`config.mk`:
```
export PLATFORM = sky130hd
export DESIGN_NAME = mem_write_buffer
export DESIGN_NICKNAME = d
export VERILOG_FILES = /design/src/rtl/mem_write_buffer.sv
export SDC_FILE = /design/constraint.sdc
export NUM_CORES = 1
export LEC_CHECK = 0
export CORE_ASPECT_RATIO = 1.4
export CORE_MARGIN = 4
export CORE_UTILIZATION = 30
export CTS_BUF_LIST = sky130_fd_sc_hd__clkbuf_8
export DETAILED_ROUTE_END_ITERATION = 12
export PLACE_DENSITY = 0.58
export SLEW_MARGIN = 5
export SYNTH_ARGS = -nofsm -noshare
export SYNTH_HDL_FRONTEND = slang
export SYNTH_SLANG_ARGS = --single-unit
```
`constraint.sdc`:
```
create_clock -name clock -period 17.9 [get_ports clock]
set_input_delay 1.79 -clock clock [delete_from_list [all_inputs] [get_ports clock]]
set_output_delay 1.79 -clock clock [all_outputs]
set_load 0.005 [all_outputs]
```
`src/rtl/mem_write_buffer.sv`:
```
// Posted-store FIFO and load formatter sitting between the CPU datapath and data_memory.
// Optional store-to-load forwarding is compiled in when WBUF_FWD_EN is defined.
module mem_write_buffer #(
  parameter int DEPTH = 4,
  parameter int CNT_W = 3
) (
  input  logic             clock,
  input  logic             reset,
  input  logic             cpu_enable,
  input  logic             cpu_read_write,
  input  logic [31:0]      cpu_address,
  input  logic [31:0]      cpu_data_in,
  input  logic             cpu_access_size,
  input  logic             cpu_byte_s,
  output logic             cpu_stall,
  output logic [31:0]      cpu_data_out,
  output logic             cpu_data_valid,
  output logic             mem_enable,
  output logic             mem_read_write,
  output logic [31:0]      mem_address,
  output logic [31:0]      mem_data_in,
  output logic             mem_access_size,
  output logic             mem_byte_s,
  input  logic [31:0]      mem_data_out,
  output logic             wbuf_empty,
  output logic [CNT_W-1:0] wbuf_count
);

  localparam int PTR_W = (DEPTH > 1) ? $clog2(DEPTH) : 1;

  // Handshake: the CPU presents a request with cpu_enable; it is taken on the
  // next posedge unless cpu_stall is high, in which case inputs must be held.

  logic [31:0]      ent_addr [DEPTH];
  logic [31:0]      ent_data [DEPTH];
  logic             ent_size [DEPTH];
  logic [PTR_W-1:0] wr_ptr;
  logic [PTR_W-1:0] rd_ptr;
  logic [CNT_W-1:0] count;

  logic             is_load;
  logic             is_store;
  logic             hazard;
  logic             fwd_ok;
  logic [31:0]      fwd_data;
  logic [PTR_W-1:0] scan_idx;
  logic             fwd;
  logic             mem_load;
  logic             load_go;
  logic             drain;
  logic             full;
  logic             push;
  logic [31:0]      load_word;

  function automatic logic [31:0] format_load(
    input logic [31:0] word,
    input logic [1:0]  lane,
    input logic        byte_acc,
    input logic        sext
  );
    logic [7:0] b;
    case (lane)
      2'b00:   b = word[31:24];
      2'b01:   b = word[23:16];
      2'b10:   b = word[15:8];
      default: b = word[7:0];
    endcase
    if (!byte_acc) begin
      format_load = word;
    end else begin
      format_load = {{24{sext & b[7]}}, b};
    end
  endfunction

  assign is_load  = cpu_enable & ~cpu_read_write;
  assign is_store = cpu_enable & cpu_read_write;

  // Scan oldest to youngest so the last match seen is the youngest store.
  always_comb begin
    hazard   = 1'b0;
    fwd_ok   = 1'b0;
    fwd_data = '0;
    scan_idx = '0;
    for (int i = 0; i < DEPTH; i++) begin
      scan_idx = rd_ptr + PTR_W'(i);
      if ((CNT_W'(i) < count) && (ent_addr[scan_idx][31:2] == cpu_address[31:2])) begin
        hazard = 1'b1;
`ifdef WBUF_FWD_EN
        fwd_ok   = ~ent_size[scan_idx];
        fwd_data = ent_data[scan_idx];
`endif
      end
    end
  end

  assign fwd       = is_load & hazard & fwd_ok;
  assign mem_load  = is_load & ~hazard;
  assign load_go   = mem_load | fwd;
  assign drain     = (count != '0) & ~mem_load;
  assign full      = (count == CNT_W'(DEPTH));
  assign cpu_stall = (is_load & hazard & ~fwd) | (is_store & full & ~drain);
  assign push      = is_store & ~cpu_stall;
  assign load_word = fwd ? fwd_data : mem_data_out;

  // Port outputs are forced low while reset is held so an in-flight drain is dropped.
  always_comb begin
    mem_enable      = 1'b0;
    mem_read_write  = 1'b0;
    mem_address     = '0;
    mem_data_in     = '0;
    mem_access_size = 1'b0;
    if (!reset) begin
      if (mem_load) begin
        mem_enable  = 1'b1;
        mem_address = cpu_address;
      end else if (drain) begin
        mem_enable      = 1'b1;
        mem_read_write  = 1'b1;
        mem_address     = ent_addr[rd_ptr];
        mem_data_in     = ent_data[rd_ptr];
        mem_access_size = ent_size[rd_ptr];
      end
    end
  end

  assign mem_byte_s = 1'b0;
  assign wbuf_empty = (count == '0);
  assign wbuf_count = count;

  always_ff @(posedge clock or posedge reset) begin
    if (reset) begin
      wr_ptr         <= '0;
      rd_ptr         <= '0;
      count          <= '0;
      cpu_data_out   <= '0;
      cpu_data_valid <= 1'b0;
      for (int i = 0; i < DEPTH; i++) begin
        ent_addr[i] <= '0;
        ent_data[i] <= '0;
        ent_size[i] <= 1'b0;
      end
    end else begin
      if (push) begin
        ent_addr[wr_ptr] <= cpu_address;
        ent_data[wr_ptr] <= cpu_data_in;
        ent_size[wr_ptr] <= cpu_access_size;
        wr_ptr           <= wr_ptr + PTR_W'(1);
      end
      if (drain) begin
        rd_ptr <= rd_ptr + PTR_W'(1);
      end
      // Push and drain together (including the full case) leave count unchanged.
      case ({push, drain})
        2'b10:   count <= count + CNT_W'(1);
        2'b01:   count <= count - CNT_W'(1);
        default: count <= count;
      endcase
      cpu_data_valid <= load_go;
      if (load_go) begin
        cpu_data_out <= format_load(load_word, cpu_address[1:0], cpu_access_size, cpu_byte_s);
      end
    end
  end

endmodule

```
Word-level counts from Yosys, hierarchy flattened --
Index checks and enable logic that the tools add are counted.
Word-level totals: bits of input ports 102, word-level logic and storage cells 118, register bits after elaboration 300
Operators by class: $add $sub $neg 6, magnitude comparators 10, mux-type cells 47, bitwise operators 20, reductions and logical operators 9, equality and inequality tests 9
Operators by type and width (number):
- 32-bit two-way mux | 18
- 32-bit binary-select mux with 2-bit select | 5
- 128-bit bitwise mux | 2
- 30-bit equality test | 4
- 32-bit demux with 2-bit select | 1
- 8-bit one-hot mux with 3 select lines | 1
- 3-bit greater-or-equal comparator (second input constant) | 5
- 1-bit two-way mux | 15
- 2-bit inverter with 3-bit output | 5
- 1-bit AND | 9
- 8-bit two-way mux | 1
- 1-bit by 3-bit < comparator with 1-bit output (first input constant) | 2
- 2-bit by 3-bit < comparator with 1-bit output (first input constant) | 2
- 3-bit one-hot mux with 2 select lines | 1
- 1-bit logical AND | 5
- 1-bit inverter | 5
- 2-bit by 1-bit adder with 2-bit output (second input constant) | 2
- 2-bit adder (second input constant) | 2
- 4-bit bitwise mux | 1
- 2-bit by 1-bit equality test with 1-bit output (second input constant) | 2
- 2-bit equality test (second input constant) | 2
- 3-bit by 1-bit adder with 3-bit output (second input constant) | 1
- 3-bit equality test (second input constant) | 1
- 3-bit logical NOT | 1
- 8 further kinds | 8

Longest topological paths before layout --
depth in word-level cells 21, depth in mapped cells 18, gate-level depth less buffers 14

Worst setup path before layout --
OpenSTA, ideal clock, no wires.
kind input to output, from input port reset, to output port mem_data_in[22], stages 6, arrival 11646 ps, path slack 4464 ps, path through clkbuf_1 clkinv_1 clkbuf_1 clkbuf_1 nand2_1 nor2_1
On the way: word-level cells in the longest chain between the ends 1
Ends and longest elaborated chain:
- start: declaration | RTL line 8 | input logic reset,
- 32-bit two-way mux | RTL line 112 | if (!reset) begin
- end: declaration | RTL line 21 | output logic [31:0] mem_data_in,
Every way passes these cells.

Worst setup path in the final report --
from register rd_ptr[1], to output port mem_address[0]
On the way: word-level cells in the longest chain between the ends 17, elaborated cells between the ends (all ways) 38
Ends and longest elaborated chain:
- start: declaration | RTL line 38 | logic [PTR_W-1:0] rd_ptr;
- start signal: assignment | RTL line 150 | rd_ptr <= rd_ptr + PTR_W'(1);
- 2-bit by 1-bit adder with 2-bit output or 2-bit inverter with 3-bit output (tied branches) | RTL line 85, 86, 119
- 2-bit inverter with 3-bit output (implied by the code) or 32-bit binary-select mux with 2-bit select (tied branches) | RTL line 86, 119
- 32-bit binary-select mux with 2-bit select or 32-bit two-way mux (tied branches) | RTL line 86, 119
- 32-bit two-way mux, on equally long branches | RTL line 86, 119
- 32-bit two-way mux (implied by the code) or 30-bit equality test (tied branches) | RTL line 86 | if ((CNT_W'(i) < count) && (ent_addr[scan_idx][31:2] == cpu_address[31:2])) begin
- 30-bit equality test or 1-bit logical AND (tied branches) | RTL line 86
- 1-bit logical AND or 1-bit two-way mux (tied branches) | RTL line 86
- 1-bit two-way mux (3 in series) | RTL line 86
- 1-bit inverter | RTL line 97 | assign mem_load = is_load & ~hazard;
- 1-bit AND | RTL line 97
- 1-bit inverter | RTL line 99 | assign drain = (count != '0) & ~mem_load;
- 1-bit AND | RTL line 99
- 32-bit two-way mux | RTL line 116 | end else if (drain) begin
- 32-bit two-way mux (*) | RTL line 113 | if (mem_load) begin
- 32-bit two-way mux (*) | RTL line 112
- end: declaration | RTL line 20 | output logic [31:0] mem_address,
Every way passes the cells marked *; elsewhere a longest branch is shown, timed or not. The select of a mux whose other input is x is not followed.

==> results.ini <==
[cts]
postCtsSetupRepairBufs = 0
clock_latency_ns = 0.65
cts.sinks = 300
cts.htree.levels = 2
cts.hold.buffers_added = 0
cts_buffers = 54
cts_resized = 0
clockBufferDepth = 3
path_clk_slew_ns = 0.07
cts_tree = done
clockRootBuffer = clkbuf_8

[global_routing]
grt_usage = 0.174
grt-ovfl-total = 0
grt_pass1_vias = 14100
grt_pass1_wl_um = 87800
antenna_found_initial = 4
grt_max_degree = 136

[drt]
drc = 0
first_pass_iters = 6
dr_wl_met2_um = 29000
antenna_left = 0
vias = 13100
maxUsedRoutingLayer = met5
post_drt_via_cell_ratio = 5.14
wire_per_inst_um = 22.6
route.met3.wl_um = 2850
drt-total-wl_um = 57600
drt_iter0_markers = 576
wl_met1_um = 22900

[sta]
fin_worst_skew_ns = 0.0299
tightest_slew_ns = 1.23
relSlewSlack = 0.172
rsz0062_at_grt = no
whs_ns = 0.497
hold_viol_final = 0
setup_viol = 0
final_max_slew_viol_count = 0
fmax_mhz = 117
period_needed_ns = 8.53
tns_ns = 0
setup_slack_ns = 9.37
period_share = 0.476

[pwr]
comb_power_share = 0.513
finalPower_mw = 4.12
p_int_mw = 2.53
ir_drop_mv = 0.124
p_per_area_mw_per_mm2 = 186
seqPwrFrac = 0.303
power.leakage_nw = 9.23
switching_share = 0.386
p_sw_mw = 1.59
clkPwrFrac = 0.185

[die]
core-area_mm2 = 0.0601
io_pins = 208
fp.dieW_um = 217
die_height_um = 300
row_count = 106
die_area_mm2 = 0.0650
initial_core_util = 0.304

[synth]
synth_top_family_by_area = multiplexers
ys_ff_latch = 300
synthAdderAreaFrac = 0.00616
syn-num-nets = 1655
avgSynthCellArea_um2 = 11.8
synth_compound_area_frac = 0.0647
synth_warnings = 0
ys_top_cells_by_area = dfrtp_1, mux2_2, mux4_2
synth_xor_area_frac = 0.0560
synth_cells = 1544
yosysMostFrequentCell = dfrtp_1
ys_async_sr_fraction = 1.00
yosys.area.top_type = dfrtp_1
synth_flop_cell = dfrtp_1
ys_types = 64
netlist_area_mm2 = 0.0183
ys_seq_area_frac = 0.411
synthMuxAreaShare = 0.353
synth_edf_count = 0
synthTopCellsByCount = dfrtp_1, mux2_2, nand2_1
synthSimpleGateAreaFrac = 0.0634
synth_top_area_frac = 0.411

[cells_and_area]
fin_cells = 2545
final_util = 0.369
syn_to_final_growth_pct = 21.3
drive_above_1_share = 0.285
fin_area_mm2 = 0.0222
nNetsFinal = 1802

[critical_path]
reg2reg_slack_ns = 12.10
start_kind = flop
cp.required_ns = 16.11
cp.arrival_ns = 6.74
worst-path-max-fanout = 135
crit_path_end_kind = primary output
critPathKind = flop to primary output
r2r_end = cpu_data_out[15]$_DFFE_PP0P_
r2r_start = rd_ptr[1]$_DFFE_PP0N_
reg2reg_depth = 12

[placement]
pre_cts_ws_ns = 9.53
place_inst = 2445
hpwlAfterDp_um = 38900
gp_congestion = 0.899
placed_area_mm2 = 0.0209
io_buffers = 206

[worst_hold_path]
holdPathStages = 1
holdPathEnd = ent_data[61]$_DFFE_PP0P_
min-delay-start = ent_data[61]$_DFFE_PP0P_
hp-class = flop to flop

[flow_run]
drv_cap = 0

[status]
outcome = complete, no violations

[registers in the layout (all words and copies together) (netlist names)]
register / count
cpu_data_out: 32
cpu_data_valid: 1
ent_addr: 128
ent_data: 128
ent_size: 4
rd_ptr: 2
wbuf_count: 3
wr_ptr: 2
[cells in the final DEF (no fill, tap or decap), drive strengths merged, types with 17 or more instances in the layout]
| master | netlist | final |
|---|---|---|
| nand2 | 143 | 143 |
| o22ai | 17 | 17 |
| a21oi | 18 | 18 |
| dfrtp | 300 | 300 |
| clkbuf | 59 | 73 |
| inv | 37 | 49 |
| buf | 76 | 20 |
| mux2i | 142 | 142 |
| nor4 | 22 | 22 |
| xor2 | 38 | 38 |
| mux4 | 73 | 73 |
| nor2 | 55 | 55 |
| o21ai | 58 | 58 |
| clkdlybuf4s50 | 0 | 206 |
| mux2 | 292 | 292 |
| xnor2 | 79 | 79 |
[logic make-up (layout without fill, tap and decap cells)]
kind of cell / count (synthesis) / in the layout
other cells: 1 / 5
xor+xnor: 117 / 117
simple gates: 267 / 267
buf+inv: 173 / 360
mux: 507 / 507
flops: 300 / 300
compound gates: 170 / 170
fa+ha+maj: 9 / 9
[critical path: stages, from the launching register on]
cell,delay (ns)
dfrtp_4,0.44
buf_12,0.63
buf_4,0.71
mux2i_1,0.50
mux2_2,0.25
xnor2_1,0.12
nor4_1,0.53
o211ai_1,0.23
o22ai_2,0.71
or3_4,0.40
inv_4,0.15
buf_4,0.37
mux2i_1,0.29
clkdlybuf4s50_1,0.54
[final cells by class]
class                      count  area, um2
fill                        5886      37900
timing repair buffer         226       2220
inverter                      38        153
clock buffer                  73       1000
antenna                        4       10.0
tap                          810       1010
sequential                   300       7510
multi-input combinational   1071       9990
clock inverter                23        272
[power groups by stage]
stage                     Combinational, mW  Clock, mW  Sequential (mW)
after detailed placement               2.12          0             1.26
after floorplan                        1.53          0             1.16
after global placement                 2.10          0             1.23
final                                  2.11      0.762             1.25
after global routing                   2.27      0.819             1.29
after CTS                              2.13      0.794             1.25
[metal layers]
layer / global-route usage / vias up
li1: - / 5904
met3: 0.0332 / 130
met2: 0.301 / 350
met4: 0.0825 / 2
met5: 0 / -
met1: 0.208 / 6706
[how the worst max path moves through the flow]
| stage | start | end | slack, ns |
|---|---|---|---|
| finish | rd_ptr[1]$_DFFE_PP0N_ | mem_address[0] | 9.37 |
| global route | rd_ptr[1]$_DFFE_PP0N_ | mem_address[0] | 9.12 |
| CTS | rd_ptr[1]$_DFFE_PP0N_ | mem_address[0] | 9.27 |
| detailed placement | cpu_address[25] | mem_address[0] | 9.53 |
| global placement | cpu_address[25] | mem_address[0] | 9.56 |
| floorplan | reset | cpu_data_out[0]$_DFFE_PP0P_ | 3.51 |
(Power assumes the default switching activity.)
